### src/rtl/lb_seq_master_if.sv
// Bundle of command, block-read and local-bus signals for lb_seq_master.
// Command handshake: a word transfers on a rising edge where cmd_valid && cmd_ready; the producer holds cmd_* stable until then.
interface lb_seq_master_if #(
  parameter int AW    = 17,
  parameter int DW    = 32,
  parameter int LEN_W = 11
);
  logic             cmd_valid;
  logic             cmd_ready;
  logic [AW-1:0]    cmd_addr;
  logic [DW-1:0]    cmd_data;
  logic             rd_start;
  logic [AW-1:0]    rd_base;
  logic [LEN_W-1:0] rd_len;
  logic             busy;
  logic [AW-1:0]    lb_addr;
  logic [DW-1:0]    lb_data;
  logic             lb_write;
  logic             lb_read;
  logic [DW-1:0]    lb_out;
  logic             rd_valid;
  logic [DW-1:0]    rd_data;
  logic [LEN_W-1:0] rd_index;
  logic             rd_done;

  modport master (
    input  cmd_valid, cmd_addr, cmd_data, rd_start, rd_base, rd_len, lb_out,
    output cmd_ready, busy, lb_addr, lb_data, lb_write, lb_read,
           rd_valid, rd_data, rd_index, rd_done
  );

  modport slave (
    output cmd_valid, cmd_addr, cmd_data, rd_start, rd_base, rd_len, lb_out,
    input  cmd_ready, busy, lb_addr, lb_data, lb_write, lb_read,
           rd_valid, rd_data, rd_index, rd_done
  );
endinterface

### src/rtl/lb_seq_master.sv
// Local-bus master: replays spaced register writes and stall commands, then
// runs block reads and re-times lb_out through the fixed read pipeline.
module lb_seq_master #(
  parameter int            AW         = 17,
  parameter int            DW         = 32,
  parameter logic [AW-1:0] STALL_ADDR = AW'(555),
  parameter int            WRITE_GAP  = 3,
  parameter int            READ_PIPE  = 2,
  parameter int            LEN_W      = 11
) (
  input  logic lb_clk,
  input  logic lb_rst,
  lb_seq_master_if.master bus
);

  typedef enum logic [2:0] {S_IDLE, S_WRITE, S_GAP, S_STALL, S_READ, S_DRAIN} state_t;

  // GAP counts down from here so that GAP lasts WRITE_GAP-1 cycles.
  localparam logic [DW-1:0] GAP_INIT = (WRITE_GAP > 1) ? DW'(WRITE_GAP - 2) : '0;

  state_t                          state_q, state_d;
  logic [DW-1:0]                   cnt_q, cnt_d;
  logic [LEN_W-1:0]                len_q, len_d;
  logic [LEN_W-1:0]                idx_q, idx_d;
  logic [AW-1:0]                   lb_addr_q, lb_addr_d;
  logic [DW-1:0]                   lb_data_q, lb_data_d;
  logic                            lb_write_q, lb_write_d;
  logic                            lb_read_q, lb_read_d;
  logic [READ_PIPE-1:0]            pv_q, pv_d;
  logic [READ_PIPE-1:0][LEN_W-1:0] pi_q, pi_d;
  logic                            rd_valid_q, rd_valid_d;
  logic [DW-1:0]                   rd_data_q, rd_data_d;
  logic [LEN_W-1:0]                rd_index_q, rd_index_d;
  logic                            rd_done_q, rd_done_d;
  logic                            busy_q, busy_d;
  logic [LEN_W:0]                  idx_nxt;

  assign bus.cmd_ready = (state_q == S_IDLE) && !bus.rd_start && !lb_rst;
  assign bus.busy      = busy_q;
  assign bus.lb_addr   = lb_addr_q;
  assign bus.lb_data   = lb_data_q;
  assign bus.lb_write  = lb_write_q;
  assign bus.lb_read   = lb_read_q;
  assign bus.rd_valid  = rd_valid_q;
  assign bus.rd_data   = rd_data_q;
  assign bus.rd_index  = rd_index_q;
  assign bus.rd_done   = rd_done_q;

  always_comb begin
    state_d    = state_q;
    cnt_d      = cnt_q;
    len_d      = len_q;
    idx_d      = idx_q;
    lb_addr_d  = lb_addr_q;
    lb_data_d  = '0;
    lb_write_d = 1'b0;
    lb_read_d  = 1'b0;
    rd_done_d  = 1'b0;
    rd_data_d  = rd_data_q;
    rd_index_d = rd_index_q;
    idx_nxt    = {1'b0, idx_q} + 1'b1;

    // Return pipe: stage 0 tags the read currently on the bus.
    pv_d[0] = lb_read_q;
    pi_d[0] = idx_q;
    for (int k = 1; k < READ_PIPE; k++) begin
      pv_d[k] = pv_q[k-1];
      pi_d[k] = pi_q[k-1];
    end
    rd_valid_d = pv_q[READ_PIPE-1];
    if (pv_q[READ_PIPE-1]) begin
      rd_data_d  = bus.lb_out;
      rd_index_d = pi_q[READ_PIPE-1];
    end

    case (state_q)
      S_IDLE: begin
        if (bus.rd_start) begin
          len_d = bus.rd_len;
          idx_d = '0;
          if (bus.rd_len != '0) begin
            state_d   = S_READ;
            lb_read_d = 1'b1;
            lb_addr_d = bus.rd_base;
          end else begin
            state_d = S_DRAIN;
          end
        end else if (bus.cmd_valid) begin
          if (bus.cmd_addr == STALL_ADDR) begin
            state_d = S_STALL;
            cnt_d   = bus.cmd_data;
          end else begin
            state_d    = S_WRITE;
            lb_write_d = 1'b1;
            lb_addr_d  = bus.cmd_addr;
            lb_data_d  = bus.cmd_data;
          end
        end
      end
      S_WRITE: begin
        if (WRITE_GAP > 1) begin
          state_d = S_GAP;
          cnt_d   = GAP_INIT;
        end else begin
          state_d = S_IDLE;
        end
      end
      S_GAP, S_STALL: begin
        if (cnt_q == '0) state_d = S_IDLE;
        else             cnt_d   = cnt_q - 1'b1;
      end
      S_READ: begin
        if (idx_nxt < {1'b0, len_q}) begin
          lb_read_d = 1'b1;
          lb_addr_d = lb_addr_q + AW'(1);
          idx_d     = idx_nxt[LEN_W-1:0];
        end else begin
          state_d = S_DRAIN;
        end
      end
      S_DRAIN: begin
        // Fires the cycle the last word sits in the output register.
        if (pv_q == '0) begin
          rd_done_d = 1'b1;
          state_d   = S_IDLE;
        end
      end
      default: state_d = S_IDLE;
    endcase

    busy_d = (state_d != S_IDLE);
  end

  always_ff @(posedge lb_clk or posedge lb_rst) begin
    if (lb_rst) begin
      state_q    <= S_IDLE;
      cnt_q      <= '0;
      len_q      <= '0;
      idx_q      <= '0;
      lb_addr_q  <= '0;
      lb_data_q  <= '0;
      lb_write_q <= 1'b0;
      lb_read_q  <= 1'b0;
      pv_q       <= '0;
      pi_q       <= '0;
      rd_valid_q <= 1'b0;
      rd_data_q  <= '0;
      rd_index_q <= '0;
      rd_done_q  <= 1'b0;
      busy_q     <= 1'b0;
    end else begin
      state_q    <= state_d;
      cnt_q      <= cnt_d;
      len_q      <= len_d;
      idx_q      <= idx_d;
      lb_addr_q  <= lb_addr_d;
      lb_data_q  <= lb_data_d;
      lb_write_q <= lb_write_d;
      lb_read_q  <= lb_read_d;
      pv_q       <= pv_d;
      pi_q       <= pi_d;
      rd_valid_q <= rd_valid_d;
      rd_data_q  <= rd_data_d;
      rd_index_q <= rd_index_d;
      rd_done_q  <= rd_done_d;
      busy_q     <= busy_d;
    end
  end

endmodule
### src/flat_wrapper.sv
// flat-port wrapper written by rule: the top's interface ports become plain ports
module lb_seq_master_flat 
#(
  parameter int            AW         = 17,
  parameter int            DW         = 32,
  parameter logic [AW-1:0] STALL_ADDR = AW'(555),
  parameter int            WRITE_GAP  = 3,
  parameter int            READ_PIPE  = 2,
  parameter int            LEN_W      = 11
)
  (lb_clk, lb_rst, bus_cmd_valid, bus_cmd_addr, bus_cmd_data, bus_rd_start, bus_rd_base, bus_rd_len, bus_lb_out, bus_cmd_ready, bus_busy, bus_lb_addr, bus_lb_data, bus_lb_write, bus_lb_read, bus_rd_valid, bus_rd_data, bus_rd_index, bus_rd_done);
  lb_seq_master_if #(.AW(AW), .DW(DW), .LEN_W(LEN_W)) bus_i ();
  input  logic lb_clk;
  input  logic lb_rst;
  input wire logic [$bits(bus_i.cmd_valid)-1:0] bus_cmd_valid;
  input wire logic [$bits(bus_i.cmd_addr)-1:0] bus_cmd_addr;
  input wire logic [$bits(bus_i.cmd_data)-1:0] bus_cmd_data;
  input wire logic [$bits(bus_i.rd_start)-1:0] bus_rd_start;
  input wire logic [$bits(bus_i.rd_base)-1:0] bus_rd_base;
  input wire logic [$bits(bus_i.rd_len)-1:0] bus_rd_len;
  input wire logic [$bits(bus_i.lb_out)-1:0] bus_lb_out;
  output wire logic [$bits(bus_i.cmd_ready)-1:0] bus_cmd_ready;
  output wire logic [$bits(bus_i.busy)-1:0] bus_busy;
  output wire logic [$bits(bus_i.lb_addr)-1:0] bus_lb_addr;
  output wire logic [$bits(bus_i.lb_data)-1:0] bus_lb_data;
  output wire logic [$bits(bus_i.lb_write)-1:0] bus_lb_write;
  output wire logic [$bits(bus_i.lb_read)-1:0] bus_lb_read;
  output wire logic [$bits(bus_i.rd_valid)-1:0] bus_rd_valid;
  output wire logic [$bits(bus_i.rd_data)-1:0] bus_rd_data;
  output wire logic [$bits(bus_i.rd_index)-1:0] bus_rd_index;
  output wire logic [$bits(bus_i.rd_done)-1:0] bus_rd_done;
  assign bus_i.cmd_valid = bus_cmd_valid;
  assign bus_i.cmd_addr = bus_cmd_addr;
  assign bus_i.cmd_data = bus_cmd_data;
  assign bus_i.rd_start = bus_rd_start;
  assign bus_i.rd_base = bus_rd_base;
  assign bus_i.rd_len = bus_rd_len;
  assign bus_i.lb_out = bus_lb_out;
  assign bus_cmd_ready = bus_i.cmd_ready;
  assign bus_busy = bus_i.busy;
  assign bus_lb_addr = bus_i.lb_addr;
  assign bus_lb_data = bus_i.lb_data;
  assign bus_lb_write = bus_i.lb_write;
  assign bus_lb_read = bus_i.lb_read;
  assign bus_rd_valid = bus_i.rd_valid;
  assign bus_rd_data = bus_i.rd_data;
  assign bus_rd_index = bus_i.rd_index;
  assign bus_rd_done = bus_i.rd_done;
  lb_seq_master #(.AW(AW), .DW(DW), .STALL_ADDR(STALL_ADDR), .WRITE_GAP(WRITE_GAP), .READ_PIPE(READ_PIPE), .LEN_W(LEN_W)) u_core (.lb_clk(lb_clk), .lb_rst(lb_rst), .bus(bus_i));
endmodule
### config.mk
export PLATFORM = sky130hd
export DESIGN_NAME = lb_seq_master_flat
export DESIGN_NICKNAME = d
export VERILOG_FILES = /design/src/rtl/lb_seq_master_if.sv /design/src/rtl/lb_seq_master.sv /design/src/flat_wrapper.sv
export SDC_FILE = /design/constraint.sdc
export NUM_CORES = 1
export LEC_CHECK = 0
export BUFFER_PORTS_ARGS = -buffer_cell sky130_fd_sc_hd__buf_2
export CAP_MARGIN = 20
export CORE_MARGIN = 10
export CORE_UTILIZATION = 53
export DETAILED_ROUTE_END_ITERATION = 7
export GPL_TIMING_DRIVEN = 0
export MAX_ROUTING_LAYER = met4
export PLACE_DENSITY = 0.91
export SETUP_SLACK_MARGIN = 0.2
export SLEW_MARGIN = 20
export SYNTH_ARGS = -nofsm -noshare
export SYNTH_HDL_FRONTEND = slang
export SYNTH_SLANG_ARGS = --single-unit
### constraint.sdc
create_clock -name lb_clk -period 6.6 [get_ports lb_clk]
set_input_delay 0.33 -clock lb_clk [delete_from_list [all_inputs] [get_ports lb_clk]]
set_output_delay 0.33 -clock lb_clk [all_outputs]
set_load 0.02 [all_outputs]
# After elaboration in Yosys (flattened, before gate mapping)
# Cells that the tools add are included.
# W data, S select, Z words.
[classes] n_reduce_logical=16 n_mux=36 magnitude_cmp=1 eq_ne=15 addsub=3
[ops] cell="$mux W32" count=8
[ops] cell="$pmux W32 S3" count=1
[ops] cell="$mux W17" count=5
[ops] cell="$pmux W17 S2" count=1
[ops] cell="$logic_not A32 Y1" count=1
[ops] cell="$sub A32 B1 Y32 const B" count=1
[ops] cell="$mux W11" count=2
[ops] cell="$pmux W11 S2" count=1
[ops] cell="$add A17 B1 Y17 const B" count=1
[ops] cell="$eq A17 B10 Y1 const B" count=1
[ops] cell="$mux W3" count=5
[ops] cell="$pmux W3 S5" count=1
[ops] cell="$add A11 B1 Y12 const B" count=1
[ops] cell="$lt A12 B11 Y1" count=1
[ops] cell="$reduce_bool A11 Y1" count=1
[ops] cell="$mux W1" count=10
[ops] cell="$ne A2 B2 Y1 const B" count=5
[ops] cell="$reduce_and A5 Y1" count=2
[ops] cell="$ne A3 B3 Y1 const B" count=3
[ops] cell="$eq A3 B2 Y1 const B" count=2
[ops] cell="$eq A3 B3 Y1 const B" count=2
[ops] cell="$reduce_bool A3 Y1" count=2
[ops] cell="$eq A3 B1 Y1 const B" count=1
[ops] cell="$logic_not A3 Y1" count=1
[ops] cell="other kinds (10)" count=12
[word_totals] word_cells=87 output_inout_bits=98 inputBits=113 ff_bits=178

# Depth between registers and ports, before layout
[depth] word_depth=6 mapped_depth=14

# Worst setup path before layout
# OpenSTA, ideal clock, no wires.
[synth_path] path_type="register to register" startpoint="register u_core.idx_q[2]" endpoint="register u_core.lb_addr_q[0] (netlist: u_core.bus.lb_addr[0])" period_less_slack_ns=3.050 path_slack_ns=3.550 path_stages_with_launch=15 setup_ns=0.137 arrival_ns=2.913 path_cell_list="dfrtp_1 clkbuf_1 and4_1 nand2_1 nor2_1 nand3_1 xnor2_1 ha_1 a21o_1 a21oi_1 a21boi_0 or2_2 nor2_1 clkbuf_1 a21oi_1"
[synth_between] elab_chain_len=4
[synth_rtl] element="from (decl)" line="lb_seq_master.sv:24" rtl="logic [LEN_W-1:0] idx_q, idx_d;"
[synth_rtl] element="from (signal assigned)" line="lb_seq_master.sv:155" rtl="idx_q <= idx_d;"
[synth_rtl] element="$add A11 B1 Y12" line="lb_seq_master.sv:61" rtl="idx_nxt = {1'b0, idx_q} + 1'b1;"
[synth_rtl] element="$lt A12 B11 Y1" line="lb_seq_master.sv:113" rtl="if (idx_nxt < {1'b0, len_q}) begin"
[synth_rtl] element="$ne A2 B1 Y1 (no line)"
[synth_rtl] element="$reduce_and A5 Y1 (no line)"
[synth_rtl] element="to (signal assigned)" line="lb_seq_master.sv:156" rtl="lb_addr_q <= lb_addr_d;"
[synth_rtl] element="to (decl)" line="lb_seq_master.sv:25" rtl="logic [AW-1:0] lb_addr_q, lb_addr_d;"
# Every way passes these cells.
# A chain may end at the register's enable or synchronous reset.

# Worst setup path in the final report
# Ends and elaborated chain as after synthesis.

==> reports/metrics.cfg <==
[status]
outcome = completed

[timing]
skew_ps = 11.8
worst_hold_slack_ps = 106
rsz0062_at_grt = no
finalCritPeriodShare_pct = 58.0
setup_viol = 0
slew_viol_final = 0
fmax_mhz = 261
slew_headroom_pct = 44.5
hold_viol = 0
worst_slew_pin_slew_ps = 820
fin_tns_setup_ps = 0
min_period_ps = 3830

[logic_synthesis]
synth_fp_nets = 925
avgSynthCellArea_um2 = 10.4
syn-instance-count = 798
synth-async-reset-ratio_pct = 100
synth-edff-count = 0
yosysWarnings = 0
synthFlopType = dfrtp_1
synth_seq_cells = 178
ys_types = 59
ys_seq_area_share_pct = 53.5
syn_area_mm2 = 0.00832

[grt]
busiest_layer = met2
grt_pass1_vias = 7509
met1_usage_pct = 29.4
gr-usage-met2_pct = 34.8
antenna_found_initial = 1
grt_usage_pct = 22.9
overflow = 0
met3_usage_pct = 5.25
grt_pass1_wl_um = 39100
grt_max_degree = 103

[placed_design]
dp_cells = 1220
numPortBuffers = 210
gp_congestion = 0.932
post-dp-hpwl_um = 18100

[clock_network]
cts_inserted_buffers = 17
cts.clk_slew.worst_paths_ps = 80
htreeDepth = 4
clock_sinks = 178
worstSkewPairLatency_ps = 440
clock_path_buffers = 2
cts_resized = 0
cts_tree = done
clockRootBuffer = clkbuf_16

[power_and_ir_drop]
p_sw_mw = 1.58
clkPwrFrac_pct = 25.1
p_int_mw = 2.43
power_mw = 4.01
leakage_nw = 4.97
pwr_density_cell_mw_per_mm2 = 390
p_sw_share_pct = 39.5
max-vdd-ir-drop_mv = 0.246
pwr-share-seq_pct = 40.5
pwr-share-comb_pct = 34.4

[critical_path]
worstSetupEndpointType = register
cp-start-kind = register
worstPathArrival_ps = 4130
cp_max_fo = 10
critPathMaxStageDelay_ps = 420
crit_type = register to register
crit_required_ps = 6900
crit_buf_inv = 2
crit_chain = clkbuf_1 -> and4_1 -> nand2_1 -> nor2_1 -> nand3_1 -> xnor2_1 -> ha_1 -> a21o_1 -> a21oi_1 -> a21boi_0 -> or2_2 -> nor2_1 -> clkbuf_1 -> a21oi_1
slowest_stage = clkbuf_1
critPathTopFamily = simple AND/OR/NAND/NOR gates

[floorplanning]
die_area_mm2 = 0.0211
die_h_um = 145
io_pins = 211
core_mm2 = 0.0153
die-width_um = 145
initial_utilization_pct = 54.3
num_rows = 45

[drt]
vias_per_cell = 5.87
via_count = 7360
wl_per_cell_um = 19.2
dr.pass1.iters = 5
drt-initial-drc-count = 706
route.detailed.drc = 0
drt-total-wl_um = 24100
postRouteAntennaNets = 0

[finish]
drive_above_1_share_pct = 30.2
final_cells = 1254
n_fill_cell = 1166
seq_area_mm2 = 0.00445
nets = 1156
multi_input_area_mm2 = 0.00356
syn2layout_area_growth_pct = 23.6

[job]
cap_violations = 0

[min_path]
hp-class = primary input to register

[tightest hold or removal path: cells and delay by family]
kind	cells	cell delay, ps
buffers and inverters	1	90
AND/OR/NAND/NOR	1	40
AO/OA/AOI/OAI	1	60
[final timing paths]
| check | from | to | slack [ps] | depth (start not counted) |
|---|---|---|---|---|
| hold / removal | bus_rd_len[1] | u_core.len_q[1] | 110 | 3 |
| setup / recovery | u_core.idx_q[2] | u_core.bus.lb_addr[0] | 2770 | 14 |
| setup reg to reg | u_core.idx_q[2] | u_core.bus.lb_addr[0] | 2770 | 14 |
| max in group asynchronous | lb_rst | u_core.idx_q[10] | 5240 | 4 |
| hold reg to reg | u_core.pi_d[17] | u_core.pi_q[17] | 350 | 0 |
| min in group asynchronous | lb_rst | u_core.bus.lb_data[4] | 500 | 3 |
[area by class of cell]
class                      count  area share, %
antenna                        1         0.0243
multi-input combinational    549           34.6
inverter                      21          0.839
clock buffer                  17           4.14
clock inverter                15           1.73
sequential                   178           43.3
buffer                        50           2.24
timing repair buffer         212           10.6
tap                          211           2.57
[synth_stat cells (9+ instances only)]
cell	number	area share (%)
o21ai_1	50	3.0
a31oi_1	10	0.75
a21oi_1	46	2.8
nor3_1	16	0.96
inv_1	21	0.95
nand3_1	25	1.5
nand2_1	63	2.8
nor2_1	43	1.9
ha_1	14	2.1
clkbuf_1	33	1.5
and2_1	35	2.6
a41oi_1	12	1.3
dfrtp_1	178	54
o21ai_0	35	2.1
mux2_2	50	6.8
a32oi_1	13	1.4
nor4_1	9	0.68
[layer usage]
layer,vias up,routed length [um]
li1,3376,-
met1,3472,10300
met3,47,2120
met2,465,11200
met4,0,585
met5,-,0
[state kept, by name, indices dropped and copies added (netlist names), 2 cells and up]
signal and flops:
u_core.pv_q 2, u_core.cnt_q 32, u_core.bus.rd_data 32, u_core.pi_q 11, u_core.bus.lb_data 32, u_core.pi_d 11
u_core.bus.rd_index 11, u_core.len_q 11, u_core.idx_q 11, u_core.bus.lb_addr 17, u_core.state_q 3
[what timing repair did]
item | 4_1_cts | 5_1_grt
hold buffers | 1 | 0
endpoints found under the hold margin | 76 | 0
buffers inserted | 0 | 0
[through the flow]
stage          cell area (um2)  setup WS [ps]  utilization (%)
2_1_floorplan             8320           1440                -
3_3_place_gp              9640           -305             62.9
3_5_place_dp              9670           2830             63.1
4_1_cts                  10300           2840             67.1
5_1_grt                  10300           2500             67.2
6_report                 10300           2770             67.2
[cell usage in the layout, fill, tap and decap left out, types with 9 or more instances in the layout]
master	instances
a21oi_1	46
a31oi_1	10
a32oi_1	13
a41oi_1	12
and2_1	35
buf_2	214
clkbuf_1	33
clkbuf_16	17
dfrtp_1	178
ha_1	14
inv_1	20
mux2_2	50
nand2_1	63
nand3_1	25
nor2_1	43
nor3_1	16
nor4_1	9
o21ai_0	35
o21ai_1	50
[power by group through the flow]
stage	registers, mW	logic, mW	clock network (mW)
final	1.62	1.38	1.01
after global routing	1.66	1.52	1.07
after CTS	1.61	1.37	1.02
after detailed placement	1.63	1.35	0
after global placement	1.61	1.31	0
after floorplan	1.74	0.789	0
[cells by family (layout without fill, tap and decap cells)]
logic type	Yosys count	in the layout	share of synthesized area, %
AOI/OAI and AO/OA	225	225	16.9
buffers and inverters	71	315	3.71
and+or+nand+nor	243	243	15.1
xor gates and xnor gates	9	9	0.947
DFF	178	178	53.5
other	0	1	0
muxes	58	58	7.73
adders and majority gates	14	14	2.11
No activity file was read; power rests on OpenSTA's default activity.
